### src/rtl/audio_channel_link.sv
// Stereo link between the BCH encoders and decoders: runs the codec read/write
// strobes, buffers encoded left/right pairs in a small FIFO and replays them,
// optionally flipping one bit of the left word every ERR_PERIOD pushes.
module audio_channel_link #(
  parameter int unsigned WIDTH      = 24,
  parameter int unsigned DEPTH      = 8,
  parameter int unsigned ERR_PERIOD = 64
) (
  input  logic                     clk,
  input  logic                     reset,
  input  logic                     read_ready,
  input  logic                     write_ready,
  input  logic [WIDTH-1:0]         tx_left,
  input  logic [WIDTH-1:0]         tx_right,
  input  logic                     err_en,
  output logic                     read,
  output logic                     write,
  output logic [WIDTH-1:0]         rx_left,
  output logic [WIDTH-1:0]         rx_right,
  output logic [$clog2(DEPTH):0]   fifo_level,
  output logic [15:0]              err_count
);

  localparam int unsigned AW = $clog2(DEPTH);
  localparam int unsigned LW = AW + 1;
  localparam int unsigned CW = (ERR_PERIOD > 1) ? $clog2(ERR_PERIOD) : 1;
  localparam logic [CW-1:0]    CNT_LAST = CW'(ERR_PERIOD - 1);
  localparam logic [WIDTH-1:0] ONE      = WIDTH'(1);
  localparam logic [15:0]      LFSR_SEED = 16'hACE1;

  typedef enum logic {IDLE, STROBE} strobe_e;

  strobe_e rd_state_q, rd_state_d;
  strobe_e wr_state_q, wr_state_d;

  logic [2*WIDTH-1:0] mem_q [DEPTH];
  logic [AW-1:0]      wr_ptr_q, wr_ptr_d;
  logic [AW-1:0]      rd_ptr_q, rd_ptr_d;
  logic [LW-1:0]      level_q, level_d;
  logic [WIDTH-1:0]   rx_left_q, rx_left_d;
  logic [WIDTH-1:0]   rx_right_q, rx_right_d;
  logic [15:0]        lfsr_q, lfsr_d;
  logic [CW-1:0]      cnt_q, cnt_d;
  logic [15:0]        errcnt_q, errcnt_d;

  logic               full, empty, push, pop, inject, lfsr_fb;
  logic [31:0]        pos_raw, bitpos;
  logic [WIDTH-1:0]   err_mask, left_in;

  assign full  = (level_q == LW'(DEPTH));
  assign empty = (level_q == '0);
  assign push  = (rd_state_q == STROBE);
  assign pop   = (wr_state_q == IDLE) && !empty && write_ready;

  assign read       = (rd_state_q == STROBE);
  assign write      = (wr_state_q == STROBE);
  assign rx_left    = rx_left_q;
  assign rx_right   = rx_right_q;
  assign fifo_level = level_q;
  assign err_count  = errcnt_q;

  // Read and write strobe machines: one-cycle STROBE, never back to back.
  always_comb begin
    rd_state_d = IDLE;
    wr_state_d = IDLE;
    case (rd_state_q)
      IDLE:    if (read_ready && !full) rd_state_d = STROBE;
      STROBE:  rd_state_d = IDLE;
      default: rd_state_d = IDLE;
    endcase
    case (wr_state_q)
      IDLE:    if (write_ready && !empty) wr_state_d = STROBE;
      STROBE:  wr_state_d = IDLE;
      default: wr_state_d = IDLE;
    endcase
  end

  // Error injection: bit position from the pre-advance LFSR, folded into the word.
  // LFSR is the right-shift form of taps 16,14,13,11 (feedback from bits 0,2,3,5).
  always_comb begin
    pos_raw  = 32'(lfsr_q[4:0]);
    bitpos   = (pos_raw >= WIDTH) ? (pos_raw - WIDTH) : pos_raw;
    inject   = err_en && (cnt_q == CNT_LAST);
    err_mask = inject ? (ONE << bitpos) : '0;
    left_in  = tx_left ^ err_mask;
    lfsr_fb  = lfsr_q[0] ^ lfsr_q[2] ^ lfsr_q[3] ^ lfsr_q[5];
    lfsr_d   = lfsr_q;
    cnt_d    = cnt_q;
    errcnt_d = errcnt_q;
    if (push) begin
      lfsr_d = {lfsr_fb, lfsr_q[15:1]};
      cnt_d  = (cnt_q == CNT_LAST) ? '0 : cnt_q + CW'(1);
      if (inject && (errcnt_q != 16'hFFFF)) errcnt_d = errcnt_q + 16'd1;
    end
  end

  // FIFO pointers, occupancy and output holding registers.
  always_comb begin
    wr_ptr_d   = push ? wr_ptr_q + AW'(1) : wr_ptr_q;
    rd_ptr_d   = pop  ? rd_ptr_q + AW'(1) : rd_ptr_q;
    rx_left_d  = rx_left_q;
    rx_right_d = rx_right_q;
    if (pop) {rx_left_d, rx_right_d} = mem_q[rd_ptr_q];
    level_d = level_q;
    case ({push, pop})
      2'b10:   level_d = level_q + LW'(1);
      2'b01:   level_d = level_q - LW'(1);
      default: level_d = level_q;
    endcase
  end

  // Control and datapath state with synchronous active-low reset.
  always_ff @(posedge clk) begin
    if (!reset) begin
      rd_state_q <= IDLE;
      wr_state_q <= IDLE;
      wr_ptr_q   <= '0;
      rd_ptr_q   <= '0;
      level_q    <= '0;
      rx_left_q  <= '0;
      rx_right_q <= '0;
      lfsr_q     <= LFSR_SEED;
      cnt_q      <= '0;
      errcnt_q   <= '0;
    end else begin
      rd_state_q <= rd_state_d;
      wr_state_q <= wr_state_d;
      wr_ptr_q   <= wr_ptr_d;
      rd_ptr_q   <= rd_ptr_d;
      level_q    <= level_d;
      rx_left_q  <= rx_left_d;
      rx_right_q <= rx_right_d;
      lfsr_q     <= lfsr_d;
      cnt_q      <= cnt_d;
      errcnt_q   <= errcnt_d;
    end
  end

  // Pair storage; contents need no reset since the pointers define validity.
  always_ff @(posedge clk) begin
    if (reset && push) mem_q[wr_ptr_q] <= {left_in, tx_right};
  end

endmodule

### config.mk
export PLATFORM = sky130hd
export DESIGN_NAME = audio_channel_link
export DESIGN_NICKNAME = d
export VERILOG_FILES = /design/src/rtl/audio_channel_link.sv
export SDC_FILE = /design/constraint.sdc
export NUM_CORES = 1
export LEC_CHECK = 0
export CAP_MARGIN = 20
export CORE_ASPECT_RATIO = 1.25
export CORE_MARGIN = 2
export CORE_UTILIZATION = 50
export DETAILED_ROUTE_END_ITERATION = 8
export PLACE_DENSITY_LB_ADDON = 0.12
export SYNTH_ARGS = -nofsm -noshare
export SYNTH_HDL_FRONTEND = slang
export SYNTH_SLANG_ARGS = --single-unit
### constraint.sdc
create_clock -name clk -period 5.3 [get_ports clk]
set_input_delay 0.795 -clock clk [delete_from_list [all_inputs] [get_ports clk]]
set_output_delay 0.795 -clock clk [all_outputs]
set_load 0.02 [all_outputs]
==> summary.txt, run 1 <==
Clocking
  – # H-tree levels: 2
  – CTS Hold Bufs: 0
  – Skew-Pair Late Insertion Delay: 0.56 ns
  – CTS tree: built
  – CTS buffer count: 46
  – CTS root buffer: clkbuf_16
  – Clock Sinks: 482
  – Reg clk slew, reported paths: 0.06 ns
  – PostCTS Resize Cnt: 0
  – Max clock buf depth: 3
  – Setup Fix Bufs, Post-CTS: 0

GRT
  – GRT Util Overall: 19.6%
  – Vias in the first global route: 9656
  – Total gr overflow: 0
  – First-pass GRT wire length: 56.3 mm
  – Antenna violations before repair: 3
  – Largest net degree at the start of global routing: 77

Floorplanning
  – Die ar.: 38800 sq um
  – Core area: 37000 sq um
  – IO Count: 123
  – Die W: 177 um
  – Chip height: 220 um
  – Initial Utilization: 50.3%
  – # rows: 79

Final layout
  – Nets: 1225
  – Most common cell after layout, fill and taps aside: edfxtp_1
  – Most frequent cells in the layout: 384 x edfxtp_1, 121 x clkdlybuf4s50_1, 96 x mux4_2
  – Syn-to-layout area delta: 17.7%
  – Share of layout cells above drive strength 1: 16.8%
  – N_diodes: 0

Setup path
  – Critical path peak fanout: 53
  – Critical path required time: 5.76 ns
  – Crit path cell chain: or4_1, nand3b_1, clkinv_2, ha_1, xor2_1, ha_1, a21oi_1, xor2_1, or3_1, a21boi_0
  – Crit end category: register
  – Slowest library cell on the worst path: clkinv_2
  – Worst path max stage delay: 0.58 ns
  – Setup crit start kind: register
  – Crit Path Class: register to register
  – WP data arrival: 3.79 ns

Synthesis
  – Avg Cell Area, Syn: 18.0 sq um
  – Syn Inst Count: 1036
  – Register bit total from synthesis: 482
  – Yosys top cell area share: 62.0%
  – Synth unique cells: 46
  – Post-synth EDFFs: 384
  – Top_reg_cell synth: edfxtp_1
  – Mapped Nets: 1096
  – Post-Syn Area: 18600 sq um
  – Sequential share of the synthesized area: 72.6%
  – Dominant cell type by area after synthesis: edfxtp_1
  – Async SR Flop Fraction: 0%
  – Top post-synthesis cells by area: edfxtp_1 62%, mux4_2 12%, dfxtp_1 11%, mux2i_1 3.7%, o21ai_0 1.5%
  – Yosys warnings: 0

Route
  – Routed length per instance: 21.9 um
  – Met1 Wirelength: 15.8 mm
  – Remaining antenna violation count: 0
  – DRT Wirelength: 36.9 mm
  – WL met3: 1.82 mm
  – Met2 wire len: 18.5 mm
  – Top Layer Used: met5
  – Drt pass-1 iters: 5
  – DRC errors left: 0
  – Number of vias per cell: 5.56
  – Via count: 9373
  – First-iteration detailed-routing DRC count: 581

STA
  – Tmin final: 3.33 ns
  – Setup TNS: 0 ns
  – Relative slew margins: 31.5%
  – Clk_skew: 0.0206 ns
  – Worst Tran Pin Value: 1.03 ns
  – Final period utilization: 62.7%
  – Final Setup Violations: 0
  – Unrepaired setup endpoints after global routing: false
  – F_max: 0.301 GHz
  – Fin. Hold Viols: 0
  – Slew Viols, Final: 0

Status
  – Status: complete, no violations

Flow run
  – Max-Cap Viols: 0

Pwr
  – Power Total: 9510 uW
  – Max IR drop VDD: 0.288 mV
  – Static leakage: 0.00692 uW
  – Pwr dens: 434 nW/um^2

Placement
  – DPL Wire Length: 20.2 mm
  – RD Place Congestion: 0.726
  – Port Buf Inserts: 122

Hold path
  – Worst hold-check path type: register to register
-- cell usage after synthesis (all sizes together), types with 5 or more instances --
cell type  count
nor3           5
nand4         10
and2          24
ha             7
xor2          30
nor2          36
edfxtp       384
o21ai         56
buf           23
clkbuf        36
dfxtp         98
mux2i         68
mux4          96
nand3b         7
xnor2         20
nand2         28
nor2b         13
a21oi         50
nand3         11
-- layer usage --
metal / vias to the layer above / global-route usage (%)
met5: - / 0
met4: 6 / 5.43
met3: 62 / 3.54
met2: 218 / 33.3
met1: 4760 / 26.1
li1: 4327 / -
-- state kept, by name, summed over array words and instances (netlist names) --
| name | cells |
|---|---|
| cnt_q | 6 |
| fifo_level | 4 |
| rx_left | 24 |
| err_count | 16 |
| wr_ptr_q | 3 |
| write | 1 |
| read | 1 |
| lfsr_q | 16 |
| mem_q | 384 |
| rd_ptr_q | 3 |
| rx_right | 24 |
-- critical path, delay by kind of cell, from the launching register on --
family,cells,cell delay [ns]
fa+ha+maj,2,0.73
buf+inv,1,0.58
compound gates,2,0.30
flops,1,0.37
simple gates,3,1.00
xor+xnor,2,0.26
-- stage by stage --
step | area (sq um) | instances | util, % | setup WS (ns) | hold slack, ns
2_1_floorplan | 18600 | 1036 | - | 0.390 | 0.441
3_3_place_gp | 20400 | 1602 | 55.2 | 1.70 | 0.459
3_5_place_dp | 20400 | 1602 | 55.2 | 1.61 | 0.469
4_1_cts | 21900 | 1685 | 59.1 | 1.90 | 0.484
5_1_grt | 21900 | 1686 | 59.2 | 1.68 | 0.506
6_report | 21900 | 1686 | 59.2 | 1.97 | 0.479
-- logic make-up (layout without fill, tap and decap cells) --
family                   count (synthesis)  in the layout  synth area share (%)
XOR/XNOR                                50             50                  2.35
adder cells (fa/ha/maj)                  7              7                 0.471
buffers and inverters                   63            227                  1.41
AO/OA/AOI/OAI                          116            116                  3.26
flip-flops                             482            482                  72.6
AND/OR/NAND/NOR                        154            154                  4.67
multiplexers                           164            164                  15.3
-- where the power goes --
group,switching [uW],total [uW],internal [uW]
logic,946,1890,941
registers,179,4500,4320
clock network,1330,3120,1780
-- worst paths after layout --
check / endpoint / cells past startpoint / slack (ns) / start
max: fifo_level[2] / 10 / 1.97 / fifo_level[0]
min: lfsr_q[13] / 2 / 0.48 / lfsr_q[13]
max reg2reg: fifo_level[2] / 10 / 1.97 / fifo_level[0]
min reg2reg: lfsr_q[13] / 2 / 0.48 / lfsr_q[13]
-- final cells by class --
class                      count  area, sq um
multi-input combinational    491         4900
timing repair buffer         140         1420
tap                          486          608
inverter                       4         16.3
clock inverter                18          116
clock buffer                  65         1320
sequential                   482        13500
fill                        2817        15100
No activity file was read; power rests on OpenSTA's default activity.
==> inputs of run 2 (changes only) <==
- clock period: 5.3 -> 3.18 ns (I/O delays scaled with it)
==> run 2 against run 1 <==
  * Global-route usage shrank 0.18 points
  * Non-clock buffer count grew 3
  * Clock power increased by 78%
  * Clock skew decreased by 0.0077 ns
  * Worst hold slack better by 0.0035 ns
  * Largest cell class unchanged
==> summary.txt, run 2 (synthesized netlist as in run 1, its figures left out) <==
Pwr
  – Power Total: 16200 uW (+71%)
  – Pwr dens: 731 nW/um^2 (+68%)
  – Max IR drop VDD: 0.578 mV (+100%)
  – Static leakage: 0.00699 uW (+1.1%)

Route
  – Remaining antenna violation count: 0 (unchanged)
  – Number of vias per cell: 5.53 (-0.61%)
  – Drt pass-1 iters: 5 (unchanged)
  – Via count: 9360 (-0.14%)
  – DRC errors left: 0 (unchanged)
  – First-iteration detailed-routing DRC count: 684 (+18%)
  – DRT Wirelength: 36.9 mm (-0.13%)
  – Routed length per instance: 21.8 um (-0.60%)

Clocking
  – Clock Sinks: 482 (unchanged)
  – Max clock buf depth: 3 (unchanged)
  – Reg clk slew, reported paths: 0.06 ns (about the same)
  – PostCTS Resize Cnt: 0 (unchanged)
  – Skew-Pair Late Insertion Delay: 0.56 ns (about the same)
  – Setup Fix Bufs, Post-CTS: 0 (unchanged)
  – CTS tree: built
  – CTS root buffer: clkbuf_16
  – CTS buffer count: 47 (+2.2%)
  – # H-tree levels: 2 (unchanged)
  – CTS Hold Bufs: 0 (unchanged)

STA
  – Final period utilization: 80.0% (+17 points)
  – Slew Viols, Final: 0 (unchanged)
  – Unrepaired setup endpoints after global routing: false
  – Worst Tran Pin Value: 0.998 ns (-0.0300 ns)
  – Clk_skew: 0.0129 ns (-0.00769 ns)
  – F_max: 0.393 GHz (+31%)
  – Tmin final: 2.54 ns (-0.782 ns)
  – Fin. Hold Viols: 0 (unchanged)
  – Hold Worst Slack: 0.482 ns (+0.00349 ns)
  – Final Setup Violations: 0 (unchanged)
  – Relative slew margins: 33.5% (+2.0 points)

Flow run
  – Max-Cap Viols: 0 (unchanged)

GRT
  – GR peak layer: met2
  – GRT Util Overall: 19.4% (-0.18 points)
  – First-pass GRT wire length: 56.0 mm (-0.55%)
  – GR Util met1: 26.1% (about the same)
  – Antenna violations before repair: 0 (-3)
  – Met2 usage: 33.1% (-0.26 points)
  – Total gr overflow: 0 (unchanged)
  – Vias in the first global route: 9506 (-1.6%)
  – Largest net degree at the start of global routing: 99 (+29%)
  – GR Util met3: 3.33% (-0.21 points)

Floorplanning
  – IO Count: 123 (unchanged)
  – Initial Utilization: 50.3% (unchanged)
  – Die W: 177 um (unchanged)
  – Core area: 37000 sq um (unchanged)
  – Chip height: 220 um (unchanged)
  – Die ar.: 38800 sq um (unchanged)
  – # rows: 79 (unchanged)

Setup path
  – Slowest library cell on the worst path: or4_1
  – R2R Path Start: fifo_level[0]
  – Reg2reg setup slack: 0.64 ns (-1.34 ns)
  – Critical path required time: 3.66 ns (-2.10 ns)
  – Worst path max stage delay: 0.51 ns (-0.07 ns)
  – R2R Path End: fifo_level[2]
  – CP top delay family: simple AND/OR/NAND/NOR gates
  – Crit path cell chain: or4_1, nand3b_1, clkinv_2, ha_1, xor2_1, ha_1, a21oi_1, xor2_1, or3_1, a21boi_0
  – Crit Path Class: register to register
  – WP data arrival: 3.02 ns (-0.77 ns)
  – Setup crit start kind: register
  – R2R cell count: 10 (unchanged)
  – Crit end category: register
  – Bufs and invs on worst path: 1 (unchanged)
  – Critical path peak fanout: 7 (-87%)

Placement
  – DPL Wire Length: 20.0 mm (-1.1%)
  – RD Place Congestion: 0.687 (-5.4%)
  – Area after DPL: 20600 sq um (+0.88%)
  – Port Buf Inserts: 122 (unchanged)
  – Placed cell count: 1606 (+0.25%)

Hold path
  – Hold path depth: 2 (unchanged)
  – Hold Path Origin: lfsr_q[8]
  – Worst hold-check path type: register to register
  – WHS Endpoint: lfsr_q[7]

Final layout
  – Largest register by flop count: mem_q
  – Most common cell after layout, fill and taps aside: edfxtp_1
  – Non-Filler Instances: 1694 (+0.47%)
  – Syn-to-layout area delta: 19.2%
  – Share of layout cells above drive strength 1: 17.2% (+0.39 points)
  – Number of flip-flops in the largest register: 384 (unchanged)
  – Nets: 1229 (+0.33%)
  – N_diodes: 0 (unchanged)
  – Most frequent cells in the layout: 384 x edfxtp_1, 121 x clkdlybuf4s50_1, 96 x mux4_2
  – Design area: 22200 sq um (+1.3%)

Status
  – Status: complete, no violations
## run 2: cell count changes in the layout (fill, tap and decap cells not counted), sizes merged
cell	delta
clkinv	-8
bufinv	+3
buf	+3
clkbuf	+6
clkinvlp	+4
## run 2: how the worst max path moves through the flow
stage             startpoint             to  slack (ns)  depth (start not counted)
2_1_floorplan           read    mem_q[4][0]       -0.39                          3
3_3_place_gp          err_en   mem_q[4][39]        0.55                          6
3_5_place_dp          err_en   mem_q[0][37]        0.46                          6
4_1_cts        fifo_level[0]  fifo_level[2]        0.61                         10
5_1_grt        fifo_level[0]  fifo_level[2]        0.43                         10
6_report       fifo_level[0]  fifo_level[2]        0.64                         10
## run 2: area by class of cell
type / instances / area [sq um]
clock buffers: 71 / 1360
clock inverters: 17 / 210
fillers: 2759 / 14800
inverters: 4 / 16.3
multi-input cells: 491 / 4910
flip-flops and latches: 482 / 13500
well taps: 486 / 608
repair buffers: 143 / 1560
## run 2: power breakdown
group / switching, uW / internal, uW / total (uW) / leakage [uW]
registers: 341 / 7210 / 7550 / 0.00426
clock network: 2250 / 3290 / 5540 / 0.000750
logic: 1530 / 1600 / 3130 / 0.00199
## run 2: per-stage QoR
stage | setup TNS, ns | setup WS, ns | utilization, %
floorplan | -130.20 | -0.386 | -
detailed placement | 0 | 0.455 | 55.7
global route | 0 | 0.429 | 60.0
CTS | 0 | 0.607 | 60.0
global placement | 0 | 0.551 | 55.7
finish | 0 | 0.637 | 60.0
## run 2: worst min-delay path: cells and delay by family, from the launching register on
family           cells  cell delay [ns]
DFF                  1             0.33
muxes                1             0.07
and+or+nand+nor      1             0.06
## run 2: metal layers
metal	part of all wire, %	vias up
met1	43	4773
li1	-	4329
met4	1.8	0
met3	5.0	54
met2	50	204
met5	0	-
